## config.mk

```make
export PLATFORM = sky130hd
export DESIGN_NAME = fpunpack
export DESIGN_NICKNAME = d
export VERILOG_FILES = /design/src/rtl/fpu_types_pkg.sv /design/src/rtl/firstone.sv /design/src/rtl/fpunpack_op.sv /design/src/rtl/fpunpack.sv
export SDC_FILE = /design/constraint.sdc
export NUM_CORES = 1
export LEC_CHECK = 0
export ABC_AREA = 0
export CORE_MARGIN = 10
export CORE_UTILIZATION = 49
export DETAILED_ROUTE_END_ITERATION = 16
export GPL_ROUTABILITY_DRIVEN = 0
export GPL_TIMING_DRIVEN = 0
export PLACE_DENSITY = 0.76
export SLEW_MARGIN = 20
export SYNTH_ARGS = -nofsm -noshare
export SYNTH_HDL_FRONTEND = slang
export SYNTH_SLANG_ARGS = --single-unit
```

## constraint.sdc

```tcl
create_clock -name Clk_CI -period 2.6 [get_ports Clk_CI]
set_input_delay 0.39 -clock Clk_CI [delete_from_list [all_inputs] [get_ports Clk_CI]]
set_output_delay 0.39 -clock Clk_CI [all_outputs]
set_load 0.01 [all_outputs]
```

## src/rtl/fpu_types_pkg.sv

```systemverilog
// Shared FPU types: operand classes and single-precision field constants.
package fpu_types_pkg;

    localparam int unsigned C_EXP_W   = 8;
    localparam int unsigned C_MANT_W  = 23;
    localparam int unsigned C_BIAS    = 127;
    localparam logic [7:0]  C_EXP_INF = 8'hFF;

    typedef enum logic [2:0] {
        CLS_ZERO   = 3'd0,
        CLS_DENORM = 3'd1,
        CLS_NORMAL = 3'd2,
        CLS_INF    = 3'd3,
        CLS_QNAN   = 3'd4,
        CLS_SNAN   = 3'd5
    } fpu_class_t;

    function automatic fpu_class_t fpu_classify(input logic [C_EXP_W-1:0]  e,
                                                input logic [C_MANT_W-1:0] f);
        fpu_class_t c;
        if (e == '0) begin
            c = (f == '0) ? CLS_ZERO : CLS_DENORM;
        end else if (e == C_EXP_INF) begin
            if (f == '0) begin
                c = CLS_INF;
            end else begin
                c = f[C_MANT_W-1] ? CLS_QNAN : CLS_SNAN;
            end
        end else begin
            c = CLS_NORMAL;
        end
        return c;
    endfunction

endpackage

```

## src/rtl/firstone.sv

```systemverilog
// Leading-zero count of a vector; returns G_VECTORLEN when the vector is all zero.
module firstone #(
    parameter int unsigned G_VECTORLEN = 23
) (
    input  logic [G_VECTORLEN-1:0]         vector_i,
    output logic [$clog2(G_VECTORLEN+1)-1:0] lz_o
);

    localparam int unsigned CntW = $clog2(G_VECTORLEN + 1);

    // Scan upward so the highest set bit writes last and wins.
    always_comb begin
        lz_o = CntW'(G_VECTORLEN);
        for (int unsigned i = 0; i < G_VECTORLEN; i++) begin
            if (vector_i[i]) begin
                lz_o = CntW'(G_VECTORLEN - 1 - i);
            end
        end
    end

endmodule

```

## src/rtl/fpunpack_op.sv

```systemverilog
// One-operand unpack datapath: stage 1 classifies and counts leading zeros, stage 2 normalizes.
// Define FPU_UNPACK_FTZ_EN to flush denormals to zero (no LZC or shifter is built).
module fpunpack_op
    import fpu_types_pkg::*;
(
    input  logic        clk_i,
    input  logic        rst_i,
    input  logic        en1_i,
    input  logic        en2_i,
    input  logic [31:0] op_i,
    output logic        sign_o,
    output logic [9:0]  exp_o,
    output logic [23:0] mant_o,
    output fpu_class_t  class_o
);

    logic                in_sign;
    logic [C_EXP_W-1:0]  in_exp;
    logic [C_MANT_W-1:0] in_frac;
    fpu_class_t          in_cls;

    logic                sign_q;
    logic [C_EXP_W-1:0]  exp_q;
    logic [C_MANT_W-1:0] frac_q;
    fpu_class_t          cls_q;

    logic [9:0]          exp_d;
    logic [23:0]         mant_d;

    assign {in_sign, in_exp, in_frac} = op_i;

`ifdef FPU_UNPACK_FTZ_EN
    always_comb begin
        in_cls = fpu_classify(in_exp, in_frac);
        if (in_cls == CLS_DENORM) begin
            in_cls = CLS_ZERO;
        end
    end
`else
    logic [4:0]  in_lz;
    logic [4:0]  lz_q;
    logic [23:0] norm_mant;

    assign in_cls = fpu_classify(in_exp, in_frac);

    firstone #(
        .G_VECTORLEN(C_MANT_W)
    ) u_lzc (
        .vector_i(in_frac),
        .lz_o    (in_lz)
    );

    always_ff @(posedge clk_i) begin
        if (rst_i) begin
            lz_q <= '0;
        end else if (en1_i) begin
            lz_q <= in_lz;
        end
    end

    // Shift the leading one past the fraction into the hidden-bit position.
    assign norm_mant = {1'b0, frac_q} << (lz_q + 5'd1);
`endif

    always_ff @(posedge clk_i) begin
        if (rst_i) begin
            sign_q <= 1'b0;
            exp_q  <= '0;
            frac_q <= '0;
            cls_q  <= CLS_ZERO;
        end else if (en1_i) begin
            sign_q <= in_sign;
            exp_q  <= in_exp;
            frac_q <= in_frac;
            cls_q  <= in_cls;
        end
    end

    always_comb begin
        exp_d  = {2'b00, exp_q};
        mant_d = '0;
        unique case (cls_q)
            CLS_NORMAL: mant_d = {1'b1, frac_q};
`ifndef FPU_UNPACK_FTZ_EN
            CLS_DENORM: begin
                mant_d = norm_mant;
                exp_d  = 10'd0 - {5'd0, lz_q};
            end
`endif
            CLS_ZERO:   exp_d  = '0;
            CLS_QNAN,
            CLS_SNAN:   mant_d = {1'b0, frac_q};
            default:    ;
        endcase
    end

    always_ff @(posedge clk_i) begin
        if (rst_i) begin
            sign_o  <= 1'b0;
            exp_o   <= '0;
            mant_o  <= '0;
            class_o <= CLS_ZERO;
        end else if (en2_i) begin
            sign_o  <= sign_q;
            exp_o   <= exp_d;
            mant_o  <= mant_d;
            class_o <= cls_q;
        end
    end

endmodule

```

## src/rtl/fpunpack.sv

```systemverilog
// Two-operand IEEE single unpacker/pre-normalizer, 2-stage valid/ready pipeline.
// FPU_UNPACK_FTZ_EN selects flush-to-zero handling of denormal operands.
module fpunpack
    import fpu_types_pkg::*;
(
    input  logic        Clk_CI,
    input  logic        Rst_RI,
    input  logic        Flush_SI,
    input  logic        Valid_SI,
    output logic        Ready_SO,
    input  logic [31:0] OpA_DI,
    input  logic [31:0] OpB_DI,
    input  logic [3:0]  OP_SI,
    input  logic [1:0]  RM_SI,
    output logic        Valid_SO,
    input  logic        Ready_SI,
    output logic        SignA_DO,
    output logic        SignB_DO,
    output logic [9:0]  ExpA_DO,
    output logic [9:0]  ExpB_DO,
    output logic [23:0] MantA_DO,
    output logic [23:0] MantB_DO,
    output fpu_class_t  ClassA_DO,
    output fpu_class_t  ClassB_DO,
    output logic [3:0]  OP_SO,
    output logic [1:0]  RM_SO
);

    logic       v1_q, v2_q;
    logic       adv1, adv2;
    logic       en1, en2;
    logic [3:0] op_q;
    logic [1:0] rm_q;

    assign adv2     = ~v2_q | Ready_SI;
    assign adv1     = ~v1_q | adv2;
    assign Ready_SO = adv1;
    assign Valid_SO = v2_q;

    // Data registers only load on real transfers; bubbles leave them untouched.
    assign en1 = adv1 & Valid_SI;
    assign en2 = adv2 & v1_q;

    always_ff @(posedge Clk_CI) begin
        if (Rst_RI || Flush_SI) begin
            v1_q <= 1'b0;
            v2_q <= 1'b0;
        end else begin
            if (adv1) begin
                v1_q <= Valid_SI;
            end
            if (adv2) begin
                v2_q <= v1_q;
            end
        end
    end

    always_ff @(posedge Clk_CI) begin
        if (Rst_RI) begin
            op_q  <= '0;
            rm_q  <= '0;
            OP_SO <= '0;
            RM_SO <= '0;
        end else begin
            if (en1) begin
                op_q <= OP_SI;
                rm_q <= RM_SI;
            end
            if (en2) begin
                OP_SO <= op_q;
                RM_SO <= rm_q;
            end
        end
    end

    fpunpack_op u_op_a (
        .clk_i  (Clk_CI),
        .rst_i  (Rst_RI),
        .en1_i  (en1),
        .en2_i  (en2),
        .op_i   (OpA_DI),
        .sign_o (SignA_DO),
        .exp_o  (ExpA_DO),
        .mant_o (MantA_DO),
        .class_o(ClassA_DO)
    );

    fpunpack_op u_op_b (
        .clk_i  (Clk_CI),
        .rst_i  (Rst_RI),
        .en1_i  (en1),
        .en2_i  (en2),
        .op_i   (OpB_DI),
        .sign_o (SignB_DO),
        .exp_o  (ExpB_DO),
        .mant_o (MantB_DO),
        .class_o(ClassB_DO)
    );

endmodule

```

==> summary.md <==
| Metric | Value |
|---|---|
| Status | `completed` |
| Post-Syn Instances | `1207` |
| Synthesized cell area | `9480 um^2` |
| Syn-to-layout area delta | `29.54%` |
| Slew @ Worst Pin | `1.051 ns` |
| M1 GR Usage | `34.28%` |
| Final Worst Setup Slack | `0.01469 ns` |
| DR vias | `10280` |
| Met3 Track Usage GR | `7.978%` |
| Initial drt markers | `1293` |
| Cell count after placement | `1624` |
| Clock transition at path regs | `0.07 ns` |
| Root Buffer | `clkbuf_16` |
| Final setup vio count | `0` |
| Avg Inst Size Synth | `7.854 um^2` |
| Layout Nets | `1470` |
| Hold slack | `0.4526 ns` |
| Clock skew | `0.005985 ns` |
| Crit path required time | `2.89 ns` |
| HPWL after DPL | `25390 um` |
| Die width | `159.1 um` |
| Final hold viol count | `0` |
| CTS tree | `done` |
| Worst slew margin | `29.66%` |
| Critical path type | `reg2reg` |
| Peak supply drop | `0.0004672 V` |
| Worst Hold Launch | `op_q[3]$_SDFFE_PP0P_` |
| CP Capture Type | `flip-flop` |
| Non-filler cells, final | `1665` |
| Most used DFF post-synth | `dfxtp_1` |
| Drc violations | `0` |
| Setup crit start kind | `flip-flop` |
| Yosys reg bits | `168` |
| FF-to-FF setup slack | `0.01 ns` |
| Reg2reg end | `u_op_a.mant_o[23]$_SDFFE_PP0P_` |
| IO Port Bufs | `157` |
| Cells on worst reg2reg path | `10` |
| Max Slew Vio Count | `0` |
| Max Freq | `0.3868 GHz` |
| Syn_nets | `1286` |
| EDFF count, synth | `0` |
| Die Y | `159.1 um` |
| Initial antenna violation count | `2` |
| Initial Util | `50.18%` |
| Overall Power | `6.857 mW` |
| H-tree Lvls | `4` |
| Reg-to-Reg Start | `u_op_a.lz_q[0]$_SDFFE_PP0P_` |
| Vias in the first global route | `9737` |
| GR Util met2 | `37.36%` |
| Synth Warn # | `0` |
| Final min period | `2.585 ns` |
| Worst hold path endpoint | `OP_SO[3]$_SDFFE_PP0P_` |
| Share of cells above drive strength 1 | `9.188%` |
| Critical path arrival | `2.87 ns` |
| DR vias/cell | `6.175` |
| CTS buffer count | `17` |
| WHS Path Cells | `2` |
| Post-DRT Antenna Nets | `0` |
| Final period utilization | `99.43%` |
| Clock tree buffer depth | `2` |
| Routed len/inst | `20.67 um` |
| Global routing's busiest layer | `met2` |
| Post-synthesis sequential area ratio | `35.48%` |
| Die area | `25310 um^2` |
| Drt pass-1 iters | `7` |
| Tot GR Track Use | `25.71%` |
| Detailed Route WL | `34410 um` |
| Leak Pwr | `4.514 nW` |
| First-pass GRT wire length | `53140 um` |
| Clk Latency, worst-skew pair | `0.43 ns` |
| CTS Sinks | `168` |
| Io pins | `159` |
| Worst hold path class | `reg2reg` |
| Crit Path Max Fanout | `11` |
| Total gr overflow | `0` |
| Core area | `18890 um^2` |
| Max capacitance violation total | `0` |
| Cell Pwr Density | `558.4 nW/um^2` |
| Largest net degree at the start of global routing | `17` |
| Ys async rst share | `0%` |
| Cell variety after synth | `55` |
| Placement row count | `50` |
| Place WS | `-0.3584 ns` |
| Setup_tns | `0 ns` |
## through the flow
stage          instance area [um^2]  utilization (%)
5_1_grt                       12280            64.99
4_1_cts                       12170            64.42
3_5_place_dp                  11390            60.27
3_3_place_gp                  11390            60.27
2_1_floorplan                  9490                -
6_report                      12280            65.00
## worst max-delay path by stage
| stage | startpoint | end | slack (ns) | cells past startpoint |
|---|---|---|---|---|
| 3_5_place_dp | u_op_a.lz_q[0]$_SDFFE_PP0P_ | u_op_a.mant_o[22]$_SDFFE_PP0P_ | -0.36 | 12 |
| 6_report | u_op_a.lz_q[0]$_SDFFE_PP0P_ | u_op_a.mant_o[23]$_SDFFE_PP0P_ | 0.01 | 10 |
| 5_1_grt | u_op_a.lz_q[0]$_SDFFE_PP0P_ | u_op_a.mant_o[23]$_SDFFE_PP0P_ | -0.03 | 10 |
| 4_1_cts | u_op_a.lz_q[0]$_SDFFE_PP0P_ | u_op_a.mant_o[22]$_SDFFE_PP0P_ | 0.004 | 12 |
| 3_3_place_gp | u_op_a.lz_q[0]$_SDFFE_PP0P_ | u_op_a.mant_o[22]$_SDFFE_PP0P_ | -0.35 | 12 |
| 2_1_floorplan | u_op_a.lz_q[0]$_SDFFE_PP0P_ | u_op_a.mant_o[23]$_SDFFE_PP0P_ | 0.02 | 10 |
## worst max-delay path, cell delays in order (launching register included)
cell	delay (ns)
dfxtp_2	0.35
buf_8	0.16
buf_8	0.13
inv_2	0.06
ha_4	0.28
buf_4	0.14
mux2i_1	0.23
o21ai_0	0.11
mux4_2	0.51
a2111oi_4	0.41
nor3_2	0.07
## registers in the layout, summed over array words and instances (netlist names), 3 cells and up
name            count
OP_SO               4
u_op_b.class_o      3
u_op_b.exp_o        9
u_op_a.lz_q         5
u_op_a.mant_o      24
u_op_b.exp_q        8
u_op_a.class_o      3
u_op_a.exp_q        8
u_op_a.exp_o        9
u_op_a.frac_q      23
u_op_b.mant_o      24
op_q                4
u_op_a.cls_q        3
u_op_b.frac_q      23
u_op_b.lz_q         5
u_op_b.cls_q        3
## logic make-up (layout without fill, tap and decap cells)
logic type / Yosys count / count (layout) / synth area share (%)
other cells: 0 / 1 / 0
xor+xnor: 18 / 18 / 1.861
compound gates: 304 / 304 / 20.01
buf+inv: 118 / 315 / 5.477
mux: 76 / 76 / 12.80
fa+ha+maj: 4 / 4 / 0.5279
simple gates: 519 / 519 / 23.85
flops: 168 / 168 / 35.48
## cell usage after synthesis, types with 7 or more instances
cell / n / area share [%]
mux4_2: 20 / 4.8
dfxtp_1: 168 / 35
a221oi_1: 21 / 1.9
and3_1: 18 / 1.2
nor2_1: 95 / 3.8
nor3_1: 47 / 2.5
o21ai_0: 29 / 1.5
a31oi_1: 9 / 0.59
a22o_1: 10 / 0.92
inv_1: 17 / 0.67
a211oi_1: 22 / 1.7
xnor2_1: 11 / 1.0
buf_4: 7 / 0.55
nand2b_1: 8 / 0.53
nand3_1: 26 / 1.4
a21oi_1: 154 / 8.1
mux4_1: 12 / 3.3
nand2_1: 271 / 11
and2_1: 11 / 0.73
buf_2: 16 / 0.84
nor4_1: 14 / 0.92
o22ai_1: 9 / 0.59
a221o_1: 9 / 0.95
mux2i_1: 38 / 4.0
nand4_1: 8 / 0.53
clkbuf_1: 67 / 2.7
## what timing repair did
| action | 4_1_cts | 5_1_grt |
|---|---|---|
| buffers inserted | 4 | 4 |
| resized for setup | 21 | 28 |
| cloned | 1 | 0 |
| hold buffers | 0 | 0 |
| endpoints found under the setup margin | 23 | 26 |
| pin swaps | 1 | 3 |
## cells in the final DEF, fill, tap and decap left out, types with 14 or more instances in the layout
master / Yosys / routed
a211oi_1: 22 / 22
a21oi_1: 154 / 151
a221oi_1: 21 / 19
and3_1: 18 / 18
buf_4: 7 / 17
clkbuf_1: 67 / 64
clkbuf_16: 0 / 17
clkdlybuf4s50_1: 0 / 157
dfxtp_1: 168 / 167
inv_1: 17 / 16
mux2i_1: 38 / 31
mux4_2: 20 / 22
nand2_1: 271 / 271
nand3_1: 26 / 26
nor2_1: 95 / 95
nor3_1: 47 / 45
nor4_1: 14 / 14
o21ai_0: 29 / 26
## cell type report
class / instances / area, um^2
antenna: 1 / 2.502
buffer: 99 / 491.7
clock buffer: 20 / 456.7
clock inverter: 12 / 220.2
fill: 1588 / 6613
inverter: 18 / 70.07
multi-input combinational: 921 / 5710
sequential: 168 / 3364
tap: 260 / 325.3
timing repair buffer: 166 / 1639
## layer usage
metal	vias to the layer above	part of all wire [%]
met5	-	0.058
met4	2	4.2
met3	141	13
met2	729	42
met1	4706	41
li1	4703	-
## where the power goes
part	leakage [nW]	internal (mW)	total, mW	switching [mW]
Combinational	2.81	0.493	1.12	0.628
Sequential	1.37	2.67	2.80	0.125
Clock	0.330	1.85	2.94	1.08
No activity file was read; power rests on OpenSTA's default activity.
==> RTL edit 1 (config.mk and constraints unchanged) <==
Add a define of `FPU_UNPACK_FTZ_EN`.
--- a/src/rtl/fpunpack_op.sv
+++ b/src/rtl/fpunpack_op.sv
@@ -1,5 +1,7 @@
 // One-operand unpack datapath: stage 1 classifies and counts leading zeros, stage 2 normalizes.
 // Define FPU_UNPACK_FTZ_EN to flush denormals to zero (no LZC or shifter is built).
+`define FPU_UNPACK_FTZ_EN
+
 module fpunpack_op
     import fpu_types_pkg::*;
 (
Behaviour: not the same (a bounded check fails within 4 cycles, from zero or initial values and one cycle with Rst_RI high).
==> RTL edit 1 against the unedited design <==
Die area is 31% lower; clock skew barely moved; hold slack better by 3.8 ps; wire length down 48%; total power shrank 21%; design area is 31% lower; sequential cell count is 12 lower; worst setup slack improved by 430 ps; synthesized area decreased by 36%; sequential share of layout area grew 9.5 points; core utilization is 4.8 points higher; critical path type is now input pin to output pin; critical endpoint is now Ready_SO; largest power group is now registers.
==> RTL edit 1: results (changes against the unedited design) <==
| Quantity | Reported | Unit | vs unedited |
|---|---|---|---|
| Status | finished clean | - |  |
| Half-perimeter wire length of the detailed placement result | 13,700 | µm | -46% |
| Last element of the critical path | Ready_SO | - |  |
| List of most frequent post-synthesis cells | 179 x sky130_fd_sc_hd__nand2_1, 156 x sky130_fd_sc_hd__dfxtp_1, 91 x sky130_fd_sc_hd__a21oi_1 | - |  |
| Total track usage | 20.3 | % | -5.4 points |
| Worst hold slack after final layout | 456 | ps | +3.77 ps |
| Worst Reg2Reg Path Length in Cells | 6 | - | -4 |
| Post-route clock skew | 6.02 | ps | +0.0338 ps |
| Pleak | 3.00 | nW | -34% |
| Reported net switching power | 1.21 | mW | -34% |
| Hold path endpoint | u_op_b.exp_q[4] | - |  |
| Footprint of the multi-input gates | 2550 | µm² | -55% |
| Clock buffers and inverters, area share | 6.86 | % | +1.4 points |
| Launch point of the worst reg-to-reg path | v1_q | - |  |
| Post-cts repair resize count | 0 | - | -100% |
| Post-CTS Setup Repair Bufs | 0 | - | -4 |
| First-pass GRT wire length | 28,600 | µm | -46% |
| Share of the clock period used by the worst path after layout | 83.1 | % | -16 points |
| Worst reg2reg setup slack | 850 | ps | +840 ps |
| Initial antenna violation count | 0 | - | -2 |
| Number of instances in the placed design | 986 | - | -39% |
| Critical path fanouts, max | 3 | - | -8 |
| Layout fillers | 978 | - | -38% |
| Area Growth Syn to Fin | 38.3 | % |  |
| Worst ir drop on vdd | 478 | µV | +2.4% |
| Seq/Total Area, Yosys | 51.1 | % | +16 points |
| Distinct cell type count of the synthesized netlist | 36 | - | -35% |
| Buffer count excluding the clock tree in the final layout | 207 | - | -22% |
| Total cell area at the placement stage | 7880 | µm² | -31% |
| Top cells by area in the synthesized netlist | sky130_fd_sc_hd__dfxtp_1 51%, sky130_fd_sc_hd__nand2_1 11%, sky130_fd_sc_hd__a22oi_2 8.2%, sky130_fd_sc_hd__a21oi_1 7.4%, sky130_fd_sc_hd__nor2_2 4.1% | - |  |
| Fraction of layout cells with a size suffix above 1 | 17.9 | % | +8.7 points |
| Non-Clock Inverter Count | 1 | - | -17 |
| Initial DRT Pass Iterations | 5 | - | -2 |
| Slew at the pin closest to its max-slew limit | 625 | ps | -426 ps |
| Post-Place Setup Slack | 274 | ps | +632 ps |
| End of the worst register-to-register path | u_op_a.exp_q[4] | - |  |
| Clock sink count | 156 | - | -7.1% |
| Slowest cell on crit path | sky130_fd_sc_hd__clkdlybuf4s50_1 | - |  |
## RTL edit 1: cell types whose count changed after synthesis, sizes merged, moves of 32 or more
cell / delta
a21oi: -63
a22oi: +57
clkbuf: -43
mux2i: -38
mux4: -32
nand2: -92
nor3: -39
## RTL edit 1: logic make-up after synthesis
logic type | after synthesis | share of synthesized area (%)
DFF | 156 | 51.1
buffers and inverters | 54 | 7.37
and+or+nand+nor | 291 | 21.9
other | 1 | 0.0613
AOI/OAI and AO/OA | 159 | 19.6
## RTL edit 1: metal layers
metal	routed length [µm]	vias up	track usage, %
li1	-	2613	-
met5	0	-	0
met4	384	0	8.34
met1	7500	2563	23.0
met3	1220	26	6.33
met2	8940	190	34.7
## RTL edit 1: power groups by stage
stage / sequential (mW) / clock (mW) / combinational [mW]
floorplan: 2.55 / 0 / 0.227
global placement: 2.56 / 0 / 0.441
detailed placement: 2.56 / 0 / 0.451
CTS: 2.51 / 2.46 / 0.454
global route: 2.52 / 2.55 / 0.494
finish: 2.51 / 2.43 / 0.455
==> RTL edit 2 (same flow settings) <==
Made on the original files. Remove the case item `CLS_DENORM` of the case on `cls_q`.
--- a/src/rtl/fpunpack_op.sv
+++ b/src/rtl/fpunpack_op.sv
@@ -82,10 +82,6 @@
         unique case (cls_q)
             CLS_NORMAL: mant_d = {1'b1, frac_q};
 `ifndef FPU_UNPACK_FTZ_EN
-            CLS_DENORM: begin
-                mant_d = norm_mant;
-                exp_d  = 10'd0 - {5'd0, lz_q};
-            end
 `endif
             CLS_ZERO:   exp_d  = '0;
             CLS_QNAN,
Behaviour: not the same (Yosys sat finds a counterexample within 4 cycles, from zero or initial values and one cycle with Rst_RI high).
==> RTL edit 2 against the unedited design <==
Synthesized area down 37%; maximum frequency up 26%; sequential cell count down 12; wire length down 50%; register-to-register slack better by 830 ps; total power down 21%; worst setup slack better by 530 ps; design area down 32%; clock power down 17%.
==> RTL edit 2: results (changes against the unedited design) <==
| Quantity | Reported | Unit | vs unedited |
|---|---|---|---|
| Registers with the most flip-flops | u_op_a.mant_o x24, u_op_b.mant_o x24 | - |  |
| Switch share | 22.9 | % | -3.9 points |
| Slew at the pin closest to its max-slew limit | 734 | ps | -317 ps |
| Total track usage | 20.2 | % | -5.5 points |
| Clock root cell | sky130_fd_sc_hd__clkbuf_16 | - |  |
| Pleak | 2.90 | nW | -36% |
| Initial antenna violation count | 0 | - | -2 |
| Half-perimeter wire length of the detailed placement result | 12,900 | µm | -49% |
| Clock transition at the registers of the reported paths | 50 | ps | -20 ps |
| Post-CTS Setup Repair Bufs | 0 | - | -4 |
| Layout fillers | 929 | - | -41% |
| Number of global-route vias before repair | 5,455 | - | -44% |
| Largest net degree at the start of global routing | 17 | - | unchanged |
| Detailed router's first-iteration violation count | 303 | - | -77% |
| Non-Filler Cell Area, Final | 8290 | µm² | -32% |
| TritonCTS buffer count | 17 | - | unchanged |
| Worst min-delay path class | register to register | - |  |
| List of most frequent post-synthesis cells | 175 x sky130_fd_sc_hd__nand2_1, 156 x sky130_fd_sc_hd__dfxtp_1, 87 x sky130_fd_sc_hd__a21oi_1 | - |  |
| Total cell area at the placement stage | 7700 | µm² | -32% |
| Status | finished clean | - |  |
| Commonest register cell after synthesis | sky130_fd_sc_hd__dfxtp_1 | - |  |
| Share of the clock period used by the worst path after layout | 79.0 | % | -20 points |
| Post-cts repair resize count | 0 | - | -100% |
| Distinct cell type count of the synthesized netlist | 32 | - | -42% |
| Total routed wirelength | 17,100 | µm | -50% |
| Total number of yosys warnings | 0 | - | unchanged |
| Worst ir drop on vdd | 266 | µV | -43% |
| Part of the power in registers | 46.6 | % | +5.8 points |
| Post-Syn Area per Cell | 9.03 | µm² | +15% |
| Htree depth | 4 | - | unchanged |
| Clock network power | 2.44 | mW | -17% |
| First-pass GRT wire length | 27,000 | µm | -49% |
| Post-route clock skew | 6.70 | ps | +0.718 ps |
| Top cells by area in the synthesized netlist | sky130_fd_sc_hd__dfxtp_1 52%, sky130_fd_sc_hd__nand2_1 11%, sky130_fd_sc_hd__a22oi_2 8.4%, sky130_fd_sc_hd__a21oi_1 7.3%, sky130_fd_sc_hd__nor2_2 4.2% | - |  |
| Critical path fanouts, max | 3 | - | -8 |
| DRC violations left | 0 | - | unchanged |
| Cell internal pwr | 4.15 | mW | -17% |
| Initial DRT Pass Iterations | 5 | - | -2 |
| Nets | 912 | - | -38% |
| Worst hold path cell count | 2 | - | unchanged |
| Seq/Total Area, Yosys | 52.3 | % | +17 points |
| Critical Path AT | 1660 | ps | -1210 ps |
| Worst Reg2Reg Path Length in Cells | 6 | - | -4 |
| Number of instances in the placed design | 965 | - | -41% |
| Cell count after synthesis | 661 | - | -45% |
| Post-Place Setup Slack | 298 | ps | +656 ps |
| Number of diodes added for antenna fixing | 0 | - | -1 |
| Final standard cell count with taps included and fillers excluded | 996 | - | -40% |
| Vias/cell | 5.31 | - | -14% |
| Fraction of layout cells with a size suffix above 1 | 17.4 | % | +8.2 points |
| Count of buffers inserted at the top-level ports | 154 | - | -1.9% |
## RTL edit 2: cell count changes after synthesis, moves of 39 or more
cell                       change
sky130_fd_sc_hd__nor2_1       -69
sky130_fd_sc_hd__nand2_1      -96
sky130_fd_sc_hd__nor3_1       -39
sky130_fd_sc_hd__a22oi_2      +40
sky130_fd_sc_hd__nor2_2       +40
sky130_fd_sc_hd__clkbuf_1     -48
sky130_fd_sc_hd__a21oi_1      -67
## RTL edit 2: kinds of logic (layout without fill, tap and decap cells)
group | count (synthesis) | count (layout) | synth area share [%]
and+or+nand+nor | 289 | 289 | 22.0
other | 1 | 4 | 0.0628
AOI/OAI and AO/OA | 157 | 157 | 20.0
buffers and inverters | 54 | 239 | 4.97
DFF | 156 | 156 | 52.3
muxes | 4 | 4 | 0.713
## RTL edit 2: final timing paths
check	startpoint	endpoint	slack, ps
setup / recovery	Ready_SI	Ready_SO	550
hold / removal	u_op_a.exp_q[5]	u_op_a.exp_q[5]	450
hold reg to reg	u_op_a.exp_q[5]	u_op_a.exp_q[5]	450
setup reg to reg	v1_q	op_q[1]	840
## RTL edit 2: per-layer routing
layer  wire length [µm]  vias to the layer above  track usage, %  share of wire [%]
li1                   -                     2610               -                  -
met1               7120                     2515            22.7                 42
met2               8410                      141            34.5                 49
met3               1310                       20            6.73                7.7
met4                252                        0            8.44                1.5
met5                  0                        -               0                  0
## RTL edit 2: worst max-delay path, cell delays in order
cell                              delay, ps
sky130_fd_sc_hd__clkdlybuf4s50_1        510
sky130_fd_sc_hd__nand3b_1               200
sky130_fd_sc_hd__clkdlybuf4s50_1        570
## RTL edit 2: cell type report
type,count,area share (%)
sequential,156,37.7
multi-input combinational,454,30.9
timing repair buffer,154,18.6
clock buffer,21,5.67
buffer,52,3.49
tap,147,2.22
clock inverter,10,1.40
inverter,2,0.0905
